### config.mk
export PLATFORM = sky130hd
export DESIGN_NAME = serial_wb_bridge
export DESIGN_NICKNAME = d
export VERILOG_FILES = /design/src/rtl/serial_wb_bridge.sv
export SDC_FILE = /design/constraint.sdc
export NUM_CORES = 1
export LEC_CHECK = 0
export ABC_AREA = 1
export CAP_MARGIN = 20
export CORE_UTILIZATION = 50
export CTS_CLUSTER_DIAMETER = 150
export DETAILED_ROUTE_END_ITERATION = 10
export DONT_BUFFER_PORTS = 1
export PLACE_DENSITY_LB_ADDON = 0.1
export RECOVER_POWER = 50
export SYNTH_ARGS = -nofsm -noshare
export SYNTH_HDL_FRONTEND = slang
export SYNTH_SLANG_ARGS = --single-unit
### constraint.sdc
create_clock -name clk_i -period 8.8 [get_ports clk_i]
set_clock_uncertainty 0.05 [all_clocks]
set_input_delay 2.64 -clock clk_i [delete_from_list [all_inputs] [get_ports clk_i]]
set_output_delay 2.64 -clock clk_i [all_outputs]
set_load 0.02 [all_outputs]
### src/rtl/serial_wb_bridge.sv
// serial_wb_bridge: byte-stream command decoder driving a Wishbone master.
//
// Frame: CMD, CNT, AW/8 address bytes (MSB first), then for writes
// (CNT+1)*DW/8 data bytes (MSB first per word). CMD 0x01 = write burst,
// 0x02 = read burst, anything else returns status 0xEF.
// Read words are returned as DW/8 bytes MSB first. A status byte follows
// every command: 0x00 ok, 0xE1 err, 0xE2 timeout, 0xE3 retries exhausted,
// 0xEF bad command.
//
// Ports:
//   clk_i, rst_i            clock, async active-high reset
//   rx_data_i/rx_valid_i    incoming byte strobe (no backpressure)
//   tx_data_o/tx_valid_o/tx_ready_i  outgoing byte handshake
//   wbm_*                   Wishbone master (classic, one word per cycle)
//   busy_o                  high whenever the FSM is not idle
//
// Optional feature macro: SERIAL_WB_RETRY_EN. When defined, rty re-issues
// the same word up to RETRIES times before aborting with 0xE3; otherwise
// rty is handled exactly like err.
module serial_wb_bridge #(
  parameter int AW       = 32,
  parameter int DW       = 32,
  parameter int MAXBURST = 256,
  parameter int TIMEOUT  = 255,
  parameter int RETRIES  = 3
) (
  input  logic            clk_i,
  input  logic            rst_i,
  input  logic [7:0]      rx_data_i,
  input  logic            rx_valid_i,
  output logic [7:0]      tx_data_o,
  output logic            tx_valid_o,
  input  logic            tx_ready_i,
  output logic [AW-1:0]   wbm_adr_o,
  output logic [DW-1:0]   wbm_dat_o,
  input  logic [DW-1:0]   wbm_dat_i,
  output logic [DW/8-1:0] wbm_sel_o,
  output logic            wbm_we_o,
  output logic            wbm_cyc_o,
  output logic            wbm_stb_o,
  output logic            wbm_lock_o,
  input  logic            wbm_ack_i,
  input  logic            wbm_err_i,
  input  logic            wbm_rty_i,
  output logic            busy_o
);

  localparam int NAB = AW / 8;
  localparam int NDB = DW / 8;
  localparam logic [3:0]    ALAST = 4'(NAB - 1);
  localparam logic [3:0]    DLAST = 4'(NDB - 1);
  localparam logic [7:0]    CMASK = 8'(MAXBURST - 1);
  localparam logic [15:0]   TLAST = 16'(TIMEOUT - 1);
  localparam logic [AW-1:0] AINC  = AW'(NDB);

`ifdef SERIAL_WB_RETRY_EN
  localparam int         RLIM   = RETRIES;
  localparam logic [7:0] RTY_ST = 8'hE3;
`else
  // No retry budget: the first rty is final and reports like err.
  localparam int         RLIM   = 0 * RETRIES;
  localparam logic [7:0] RTY_ST = 8'hE1;
`endif
  localparam logic [15:0] RLIM16 = 16'(RLIM);

  typedef enum logic [2:0] {
    S_IDLE, S_CNT, S_ADDR, S_WDATA, S_WB, S_RDATA_TX, S_DRAIN, S_STATUS_TX
  } state_t;

  state_t        state_q, state_d;
  logic          we_q, we_d;
  logic [7:0]    left_q, left_d;     // words remaining after the current one
  logic [3:0]    bidx_q, bidx_d;     // byte index within address/word
  logic [AW-1:0] adr_q, adr_d;
  logic [DW-1:0] wdat_q, wdat_d;
  logic [DW-1:0] rdat_q, rdat_d;     // shifts left as bytes are sent
  logic [7:0]    status_q, status_d;
  logic [15:0]   tmo_q, tmo_d;
  logic [15:0]   rtry_q, rtry_d;
  logic          gap_q, gap_d;       // one idle cycle between retry attempts
  logic          lock_q, lock_d;
  logic          abort;
  logic [7:0]    abort_st;

  always_ff @(posedge clk_i or posedge rst_i) begin
    if (rst_i) begin
      state_q  <= S_IDLE;
      we_q     <= 1'b0;
      left_q   <= '0;
      bidx_q   <= '0;
      adr_q    <= '0;
      wdat_q   <= '0;
      rdat_q   <= '0;
      status_q <= '0;
      tmo_q    <= '0;
      rtry_q   <= '0;
      gap_q    <= 1'b0;
      lock_q   <= 1'b0;
    end else begin
      state_q  <= state_d;
      we_q     <= we_d;
      left_q   <= left_d;
      bidx_q   <= bidx_d;
      adr_q    <= adr_d;
      wdat_q   <= wdat_d;
      rdat_q   <= rdat_d;
      status_q <= status_d;
      tmo_q    <= tmo_d;
      rtry_q   <= rtry_d;
      gap_q    <= gap_d;
      lock_q   <= lock_d;
    end
  end

  always_comb begin
    state_d  = state_q;
    we_d     = we_q;
    left_d   = left_q;
    bidx_d   = bidx_q;
    adr_d    = adr_q;
    wdat_d   = wdat_q;
    rdat_d   = rdat_q;
    status_d = status_q;
    tmo_d    = tmo_q;
    rtry_d   = rtry_q;
    gap_d    = gap_q;
    lock_d   = lock_q;
    abort    = 1'b0;
    abort_st = 8'h00;

    case (state_q)
      S_IDLE: if (rx_valid_i) begin
        if (rx_data_i == 8'h01 || rx_data_i == 8'h02) begin
          we_d    = (rx_data_i == 8'h01);
          state_d = S_CNT;
        end else begin
          status_d = 8'hEF;
          state_d  = S_STATUS_TX;
        end
      end
      S_CNT: if (rx_valid_i) begin
        left_d  = rx_data_i & CMASK;
        bidx_d  = '0;
        state_d = S_ADDR;
      end
      S_ADDR: if (rx_valid_i) begin
        adr_d  = (adr_q << 8) | AW'(rx_data_i);
        bidx_d = bidx_q + 4'd1;
        if (bidx_q == ALAST) begin
          bidx_d = '0;
          if (we_q) state_d = S_WDATA;
          else begin
            state_d = S_WB;
            tmo_d   = '0;
            rtry_d  = '0;
            lock_d  = 1'b1;
          end
        end
      end
      S_WDATA: if (rx_valid_i) begin
        wdat_d = (wdat_q << 8) | DW'(rx_data_i);
        bidx_d = bidx_q + 4'd1;
        if (bidx_q == DLAST) begin
          bidx_d  = '0;
          state_d = S_WB;
          tmo_d   = '0;
          rtry_d  = '0;
          lock_d  = 1'b1;
        end
      end
      S_WB: begin
        if (gap_q) gap_d = 1'b0;
        else if (wbm_err_i) begin
          abort    = 1'b1;
          abort_st = 8'hE1;
        end else if (wbm_rty_i) begin
          if (rtry_q < RLIM16) begin
            rtry_d = rtry_q + 16'd1;
            gap_d  = 1'b1;
            tmo_d  = '0;
          end else begin
            abort    = 1'b1;
            abort_st = RTY_ST;
          end
        end else if (wbm_ack_i) begin
          adr_d  = adr_q + AINC;
          bidx_d = '0;
          if (!we_q) begin
            rdat_d  = wbm_dat_i;
            state_d = S_RDATA_TX;
          end else if (left_q == 8'd0) begin
            status_d = 8'h00;
            state_d  = S_STATUS_TX;
          end else begin
            left_d  = left_q - 8'd1;
            state_d = S_WDATA;
          end
        end else if (tmo_q == TLAST) begin
          abort    = 1'b1;
          abort_st = 8'hE2;
        end else tmo_d = tmo_q + 16'd1;
      end
      S_RDATA_TX: if (tx_ready_i) begin
        rdat_d = rdat_q << 8;
        bidx_d = bidx_q + 4'd1;
        if (bidx_q == DLAST) begin
          bidx_d = '0;
          if (left_q == 8'd0) begin
            status_d = 8'h00;
            state_d  = S_STATUS_TX;
          end else begin
            left_d  = left_q - 8'd1;
            state_d = S_WB;
            tmo_d   = '0;
            rtry_d  = '0;
          end
        end
      end
      S_DRAIN: if (rx_valid_i) begin
        bidx_d = bidx_q + 4'd1;
        if (bidx_q == DLAST) begin
          bidx_d = '0;
          if (left_q == 8'd0) state_d = S_STATUS_TX;
          else left_d = left_q - 8'd1;
        end
      end
      S_STATUS_TX: if (tx_ready_i) state_d = S_IDLE;
      default: state_d = S_IDLE;
    endcase

    // A write that aborts with words still outstanding must swallow their
    // data bytes so the next frame is parsed from its CMD byte.
    if (abort) begin
      status_d = abort_st;
      bidx_d   = '0;
      if (we_q && left_q != 8'd0) begin
        left_d  = left_q - 8'd1;
        state_d = S_DRAIN;
      end else state_d = S_STATUS_TX;
    end

    if (state_d == S_STATUS_TX) lock_d = 1'b0;
  end

  // Bus strobes decode straight from state so reset clears them at once.
  assign wbm_stb_o  = (state_q == S_WB) && !gap_q;
  assign wbm_cyc_o  = wbm_stb_o;
  assign wbm_we_o   = wbm_stb_o && we_q;
  assign wbm_sel_o  = {NDB{wbm_stb_o}};
  assign wbm_adr_o  = adr_q;
  assign wbm_dat_o  = wdat_q;
  assign wbm_lock_o = lock_q;
  assign tx_valid_o = (state_q == S_RDATA_TX) || (state_q == S_STATUS_TX);
  assign tx_data_o  = (state_q == S_STATUS_TX) ? status_q : rdat_q[DW-1 -: 8];
  assign busy_o     = (state_q != S_IDLE);

endmodule

==> flow_summary.toml, run 1 <==
[run_status]
status = "complete, but fails checks"
violations = "max-capacitance violations, max-slew violations"

[yosys]
ys_seq_area_frac = 0.423
synth_seq_cells = 133
synth_nets = 1132
synth_edf_count = 0
ys_warn_count = 0
synth-main-ff-cell = "dfrtp_1"
synth_cells = 1080
synthesis.area_um2 = 7860
synthArstFlopShare = 1.00
yosysUniqueCellTypes = 44
synth.avg_cell_area_um2 = 7.28

[finish]
nets = 1112
final_area_um2 = 8480
post-route-util = 0.556
stdcell_count = 1284
fillCellCount = 1481
drive_gt1_frac = 0.0606
syn2layout_area_growth_pct = 7.93
n_antenna_cell = 0

[clock_network]
hold_buffers = 0
cts_buffers = 17
clkSinkCount = 133
post-cts-setup-buffers = 0
cts-htree-levels = 4
insertion_delay_ps = 430
cts_resized = 0
clock-root-buffer = "clkbuf_16"
path_clk_slew_ps = 60
cts_buffer_depth = 2
tritoncts = "built"

[sta]
rsz0062_at_grt = "false"
worstMarginPinSlew_ps = 2880
finalCriticalPeriod_ps = 5230
timing.final.crit_share = 0.594
setup_violations = 0
hold_viol = 0
final.setup.tns_ps = 0
fmax_mhz = 191
fin_ws_ps = 3570
drv_slew = 158
max_slew_margin = -0.929

[global_route]
grt_max_degree = 71
track_usage = 0.266
overflow = 0
grt_pass1_wl_mm = 34.0
grt_pass1_vias = 6585
antenna_found_initial = 0

[drt]
firstDrtPassIters = 5
drc_errors = 0
via_per_inst = 5.47
routedWlPerCell_um = 16.1
drt_wl_total_mm = 20.7
postRouteAntennaNets = 0
vias = 7029
first_iter_violations = 532

[die]
die-area_um2 = 16200
start_util = 0.515
core_area_um2 = 15300
die_h_um = 127
std_cell_rows = 45
ios = 129
die_w_um = 127

[worst_setup_path]
crit_fanout = 64
endpoint_kind = "flip-flop"
path_common_cell = "o21ai_0"
startpoint = "wbm_ack_i"
path_class = "primary input to flip-flop"
reg2reg_from = "state_q[1]$_DFF_PP0_"
crit_cells = 7
reg2reg_depth = 9
cpMaxStageDelayCell = "clkbuf_1"
worstPathCellList = "inv_1 > o21ai_0 > o21ai_0 > a21oi_4 > clkbuf_1 > o211ai_1 > o21ai_0"
cp_slowest_stage_delay_ps = 1710
required_ps = 9060
critPathTopFamily = "buffers and inverters"
arrival_ps = 5490
critPathBufInv = 2
crit_path_start_kind = "primary input"

[place]
dp_hpwl_mm = 14.7
dp_cells = 1250
pre_cts_ws_ps = 3900
port_buffers = 0
routabilityCongestion = 0.875
placed_area_um2 = 7900

[min_path]
min_from = "status_q[6]$_DFFE_PP0P_"
worstHoldPathType = "flip-flop to flip-flop"
min_path_cells = 2

[power_and_ir_drop]
p_leak_nw = 3.95
power.density_nw_per_um2 = 370
vdd_drop_max_v = 0.000165

[flow_run]
cap_viol_max_count = 3
==> cell families after synthesis <==
group / after synthesis / synth area share
AOI/OAI and AO/OA: 209 / 0.152
DFF: 133 / 0.423
xor gates and xnor gates: 24 / 0.0267
buffers and inverters: 175 / 0.0949
muxes: 1 / 0.00143
and+or+nand+nor: 533 / 0.293
adders and majority gates: 5 / 0.00796
==> sequential cells by signal, indices dropped and copies added (netlist names) <==
signal and cells:
rdat_q 32, we_q 1, wbm_adr_o 32, wbm_lock_o 1
wbm_dat_o 32, tmo_q 16, bidx_q 4, state_q 3
left_q 8, status_q 4
==> worst min-delay path: cells and delay by family, from the launching register on <==
family,cells,cell delay (ps)
AND/OR/NAND/NOR,2,110
flip-flops,1,370
==> metal layers <==
layer,up-vias,part of all wire,global-route usage
li1,3478,-,-
met1,3289,0.46,0.354
met2,228,0.46,0.431
met3,34,0.069,0.0691
met4,0,0.015,0.0707
met5,-,0,0
==> area by class of cell <==
type	instances	area (µm²)	area share
multi-input cells	772	3740	0.441
flip-flops and latches	133	3330	0.392
inverters	131	493	0.0581
clock buffers	18	439	0.0518
well taps	211	264	0.0311
clock inverters	14	165	0.0195
repair buffers	5	53.8	0.00634
==> power by group <==
group / switching [mW] / internal, mW / leakage (nW) / total [mW]
combinational: 0.785 / 0.340 / 1.98 / 1.12
clock: 0.302 / 0.434 / 0.291 / 0.735
sequential: 0.421 / 0.855 / 1.68 / 1.28
total: 1.51 / 1.63 / 3.95 / 3.14
==> final timing paths <==
kind	endpoint	slack, ps
min	status_q[6]$_DFFE_PP0P_	460
min in group asynchronous	bidx_q[1]$_DFFE_PP0P_	2860
max	rdat_q[29]$_DFFE_PP0P_	3570
max in group asynchronous	wbm_adr_o[21]$_DFFE_PP0P_	3980
max reg2reg	rdat_q[29]$_DFFE_PP0P_	4320
min reg2reg	status_q[6]$_DFFE_PP0P_	460
==> through the flow <==
stage               total power, mW  hold slack [ps]
floorplan                      2.15              392
global placement               2.39              446
detailed placement             2.41              456
CTS                            3.15              469
global route                   3.37              481
finish                         3.14              463
==> cells in the final DEF, fill, tap and decap left out, types with 14 or more instances in the layout <==
cell type	netlist	routed
a21oi_1	22	22
clkbuf_16	0	17
dfrtp_1	133	133
inv_1	121	122
nand2_1	307	310
nand3_1	77	79
nand4_1	14	14
nor2_1	88	90
nor3_1	14	14
o211ai_1	37	37
o21ai_0	90	98
o21ai_1	37	30
xor2_1	20	20
==> Yosys cell counts, types with 5 or more instances <==
library cell	n	area share
clkbuf_1	13	0.0062
a21oi_1	22	0.014
buf_2	13	0.0083
o211ai_1	37	0.035
nand2_1	307	0.15
buf_4	11	0.011
o21ai_0	90	0.057
nand3_1	77	0.049
nor3_1	14	0.0089
nand4_1	14	0.011
o21ai_1	37	0.024
ha_1	5	0.0080
inv_2	10	0.0048
inv_1	121	0.058
o22ai_1	5	0.0040
nand2_2	7	0.0056
xor2_1	20	0.022
dfrtp_1	133	0.42
nor2_1	88	0.042
nor2_2	9	0.0072
No activity file was read; power rests on OpenSTA's default activity.
==> run 2: changes to the inputs <==
==> constraint.sdc (replaced) <==
create_clock -name clk_i -period 5.3 [get_ports clk_i]
set_clock_uncertainty 0.05 [all_clocks]
set_input_delay 1.59 -clock clk_i [delete_from_list [all_inputs] [get_ports clk_i]]
set_output_delay 1.59 -clock clk_i [all_outputs]
set_load 0.02 [all_outputs]
==> run 2 against run 1 <==
  * The flow still finishes with violations (max-capacitance violations, max-slew violations)
  * Hold slack worse by 25 ps
  * Sequential share of layout area about the same
  * Utilization about the same
  * Via count up 1.5%
  * Combinational power up 67%
  * Clock-buffer cell count up 1
  * Sequential power up 65%
  * Routed wire length down 0.23%
  * Die area unchanged
  * Critical endpoint is now tx_data_o[5]
  * Largest cell class unchanged
  * Highest routed layer unchanged
==> flow_summary.toml, run 2 (same netlist as run 1, synthesis figures left out) <==
[die]
start_util = 0.515
die_w_um = 127
ios = 129
die-area_um2 = 16200
core_area_um2 = 15300
die_h_um = 127
std_cell_rows = 45

[clock_network]
cts_buffer_depth = 2
cts_buffers = 17
cts-htree-levels = 4
insertion_delay_ps = 420
path_clk_slew_ps = 60
tritoncts = "built"
clkSinkCount = 133
cts_resized = 0
post-cts-setup-buffers = 0
clock-root-buffer = "clkbuf_16"
hold_buffers = 0

[drt]
postRouteAntennaNets = 0
via_per_inst = 5.56
drc_errors = 0
drt_wl_total_mm = 20.6
firstDrtPassIters = 5
vias = 7136
first_iter_violations = 605
routedWlPerCell_um = 16.1

[power_and_ir_drop]
comb_power_share = 0.360
p_leak_nw = 3.95
vdd_drop_max_v = 0.000248
power.share.sequential = 0.404
swShare = 0.475
power.switching_mw = 2.47
total_power_mw = 5.21
power.density_nw_per_um2 = 614
p_clk_frac = 0.236
p_int_mw = 2.74

[global_route]
antenna_found_initial = 0
track_usage = 0.262
grt_pass1_wl_mm = 33.3
grt_pass1_vias = 6481
grt_max_degree = 105
overflow = 0

[place]
dp_hpwl_mm = 14.5
routabilityCongestion = 0.969
port_buffers = 0

[sta]
holdWs_ps = 438
final.setup.tns_ps = 0
hold_viol = 0
worstMarginPinSlew_ps = 2380
fmax_mhz = 230
max_slew_margin = -0.589
rsz0062_at_grt = "false"
setup_violations = 0
finalCriticalPeriod_ps = 4350
drv_slew = 171
timing.final.crit_share = 0.821

[finish]
syn2layout_area_growth_pct = 7.97
fillCellCount = 1476
layout_common_cells = "nand2_1 (309), dfrtp_1 (133), inv_1 (122)"
post-route-util = 0.556
n_antenna_cell = 0
nets = 1112
layout_commonest_cell = "nand2_1"
drive_gt1_frac = 0.0643

[worst_setup_path]
path_class = "flip-flop to output pin"
crit_fanout = 14
cpMaxStageDelayCell = "nor2_1"
required_ps = 3660
reg2reg_depth = 7
worstPathCellList = "nand2_1 > nor2_1 > nand2_1 > o21ai_0"
crit_path_start_kind = "flip-flop"
arrival_ps = 2710
path_common_cell = "nand2_1"
cp_slowest_stage_delay_ps = 880
endpoint_kind = "output pin"

[run_status]
status = "complete, but fails checks"
violations = "max-capacitance violations, max-slew violations"

[min_path]
worstHoldPathType = "flip-flop to flip-flop"
min_path_cells = 2

[flow_run]
cap_viol_max_count = 3
-- run 2: layout make-up --
class | instances | area (µm²) | share of cell area
tap | 211 | 264 | 0.0311
timing repair buffer | 5 | 28.8 | 0.00339
clock buffer | 19 | 443 | 0.0522
multi-input combinational | 772 | 3760 | 0.443
clock inverter | 13 | 170 | 0.0200
sequential | 133 | 3330 | 0.392
inverter | 131 | 493 | 0.0581
-- run 2: power by group through the flow --
stage               sequential [mW]  clock [mW]  combinational (mW)
detailed placement             2.12           0                1.87
finish                         2.11        1.23                1.87
global route                   2.16        1.29                2.13
global placement               2.12           0                1.85
floorplan                      1.95           0                1.63
CTS                            2.11        1.26                1.89
-- run 2: stage by stage --
stage               instances  setup slack (ps)  instance area, µm²
floorplan                1080               106                7860
global placement         1251              1600                7910
detailed placement       1251              1470                7910
CTS                      1283               996                8520
global route             1284               516                8490
finish                   1284               951                8490
-- run 2: critical path, delay by kind of cell (launching register included) --
family / cells / cell delay (ps)
simple gates: 3 / 1320
compound gates: 1 / 340
flops: 1 / 630
-- run 2: final timing paths --
path	startpoint	to	slack (ps)
max	state_q[0]$_DFF_PP0_	tx_data_o[5]	950
min	status_q[3]$_DFFE_PP0P_	status_q[3]$_DFFE_PP0P_	440
max reg2reg	state_q[1]$_DFF_PP0_	wbm_adr_o[8]$_DFFE_PP0P_	1350
min reg2reg	status_q[3]$_DFFE_PP0P_	status_q[3]$_DFFE_PP0P_	440
max in group asynchronous	rst_i	wbm_adr_o[1]$_DFFE_PP0P_	1180
min in group asynchronous	rst_i	bidx_q[1]$_DFFE_PP0P_	1000
-- run 2: layer usage --
layer / part of all wire / track usage / vias to the layer above
li1: - / - / 3476
met1: 0.44 / 0.354 / 3338
met2: 0.46 / 0.414 / 290
met3: 0.078 / 0.0653 / 32
met4: 0.016 / 0.0833 / 0
met5: 0 / 0 / -
==> run 3: changes to the inputs <==
==> constraint.sdc (replaced) <==
create_clock -name clk_i -period 3.7 [get_ports clk_i]
set_clock_uncertainty 0.05 [all_clocks]
set_input_delay 1.11 -clock clk_i [delete_from_list [all_inputs] [get_ports clk_i]]
set_output_delay 1.11 -clock clk_i [all_outputs]
set_load 0.02 [all_outputs]
==> run 3 against run 2 <==
  * The run still ends with max-capacitance violations, max-slew violations left
  * Hold slack better by 31 ps
  * Sequential power is 44% higher
  * Critical path depth stayed put
  * Critical path type unchanged
==> flow_summary.toml, run 3 (same netlist as run 1, synthesis figures left out) <==
[worst_setup_path]
path_class = "flip-flop to output pin"
cpMaxStageDelayCell = "o21ai_0"
arrival_ps = 2070
crit_fanout = 14
cp_slowest_stage_delay_ps = 560
required_ps = 2540
endpoint_kind = "output pin"
worstPathCellList = "inv_1 > nor2_1 > buf_4 > o21ai_0"
critPathTopFamily = "compound AO/OA/AOI/OAI gates"
crit_path_start_kind = "flip-flop"
critPathBufInv = 2

[finish]
final_area_um2 = 8510
nets = 1116
drive_gt1_frac = 0.0678
layout_common_cells = "nand2_1 (309), dfrtp_1 (133), inv_1 (123)"
syn2layout_area_growth_pct = 8.29
layout_commonest_cell = "nand2_1"
n_antenna_cell = 0
stdcell_count = 1288

[sta]
fin_ws_ps = 471
rsz0062_at_grt = "false"
setup_violations = 0
max_slew_margin = -0.0362
drv_slew = 62
finalCriticalPeriod_ps = 3230
timing.final.crit_share = 0.873
final.setup.tns_ps = 0
hold_viol = 0
worstMarginPinSlew_ps = 1550
fmax_mhz = 310

[clock_network]
hold_buffers = 0
path_clk_slew_ps = 70
cts_buffers = 17
cts_resized = 0
clkSinkCount = 133
cts_buffer_depth = 2
tritoncts = "built"
post-cts-setup-buffers = 0
cts-htree-levels = 4
clock-root-buffer = "clkbuf_16"
insertion_delay_ps = 430

[drt]
drt_wl_total_mm = 20.7
routedWlPerCell_um = 16.0
vias = 7058
first_iter_violations = 668
firstDrtPassIters = 6
via_per_inst = 5.48
drc_errors = 0
postRouteAntennaNets = 0

[power_and_ir_drop]
power.density_nw_per_um2 = 872
vdd_drop_max_v = 0.000592
p_leak_nw = 3.97

[global_route]
grt_max_degree = 65
antenna_found_initial = 0
track_usage = 0.269
overflow = 0
grt_pass1_vias = 6533
grt_pass1_wl_mm = 34.0

[die]
ios = 129
die-area_um2 = 16200
die_h_um = 127
start_util = 0.515
die_w_um = 127
std_cell_rows = 45
core_area_um2 = 15300

[min_path]
worstHoldPathType = "flip-flop to flip-flop"

[place]
dp_hpwl_mm = 14.6
placed_area_um2 = 7970
routabilityCongestion = 0.961
port_buffers = 0
dp_cells = 1256
pre_cts_ws_ps = 922

[run_status]
violations = "max-capacitance violations, max-slew violations"
status = "complete, but fails checks"

[flow_run]
cap_viol_max_count = 1
## run 3: cell types whose count changed in the layout (fill, tap and decap cells not counted), sizes merged
cell,delta
clkinv,+2
clkinvlp,-1
inv,+3
buf,+5
clkbuf,-3
bufinv,-2
## run 3: final cells by class
class                      count  area [µm²]
clock buffer                  17         425
timing repair buffer           9        62.6
fill                        1459        6750
clock inverter                15         163
tap                          211         264
multi-input combinational    772        3780
inverter                     131         493
sequential                   133        3330
## run 3: metrics by stage
step | utilization | power (mW) | hold slack, ps
after floorplan | - | 5.12 | 392
after detailed placement | 0.522 | 5.76 | 455
final | 0.558 | 7.43 | 469
after global routing | 0.558 | 7.99 | 482
after global placement | 0.522 | 5.72 | 446
after CTS | 0.561 | 7.48 | 470
## run 3: power breakdown
| group | switching [mW] | internal [mW] | total [mW] |
|---|---|---|---|
| clock network | 0.736 | 0.956 | 1.69 |
| logic | 1.89 | 0.818 | 2.71 |
| registers | 0.997 | 2.03 | 3.03 |
| total | 3.62 | 3.81 | 7.43 |
## run 3: worst reg2reg max path: cells and delay by family (launching register included)
family	cells	cell delay (ps)
simple gates	8	1040
buf+inv	3	820
flops	1	590
## run 3: path summary, 6_finish.rpt
kind,from,depth (start not counted),slack [ps],end
max,state_q[2]$_DFF_PP0_,4,470,tx_data_o[6]
min,rdat_q[12]$_DFFE_PP0P_,2,470,rdat_q[12]$_DFFE_PP0P_
max reg2reg,state_q[1]$_DFF_PP0_,11,1140,tmo_q[15]$_DFFE_PP0P_
min reg2reg,rdat_q[12]$_DFFE_PP0P_,2,470,rdat_q[12]$_DFFE_PP0P_
max in group asynchronous,rst_i,2,750,wbm_adr_o[31]$_DFFE_PP0P_
min in group asynchronous,rst_i,1,780,rdat_q[20]$_DFFE_PP0P_
## run 3: metal layers
metal / track usage / vias to the layer above / part of all wire
met5: 0 / - / 0
met4: 0.0826 / 0 / 0.016
met3: 0.0754 / 30 / 0.078
met2: 0.424 / 255 / 0.45
met1: 0.358 / 3283 / 0.45
li1: - / 3490 / -
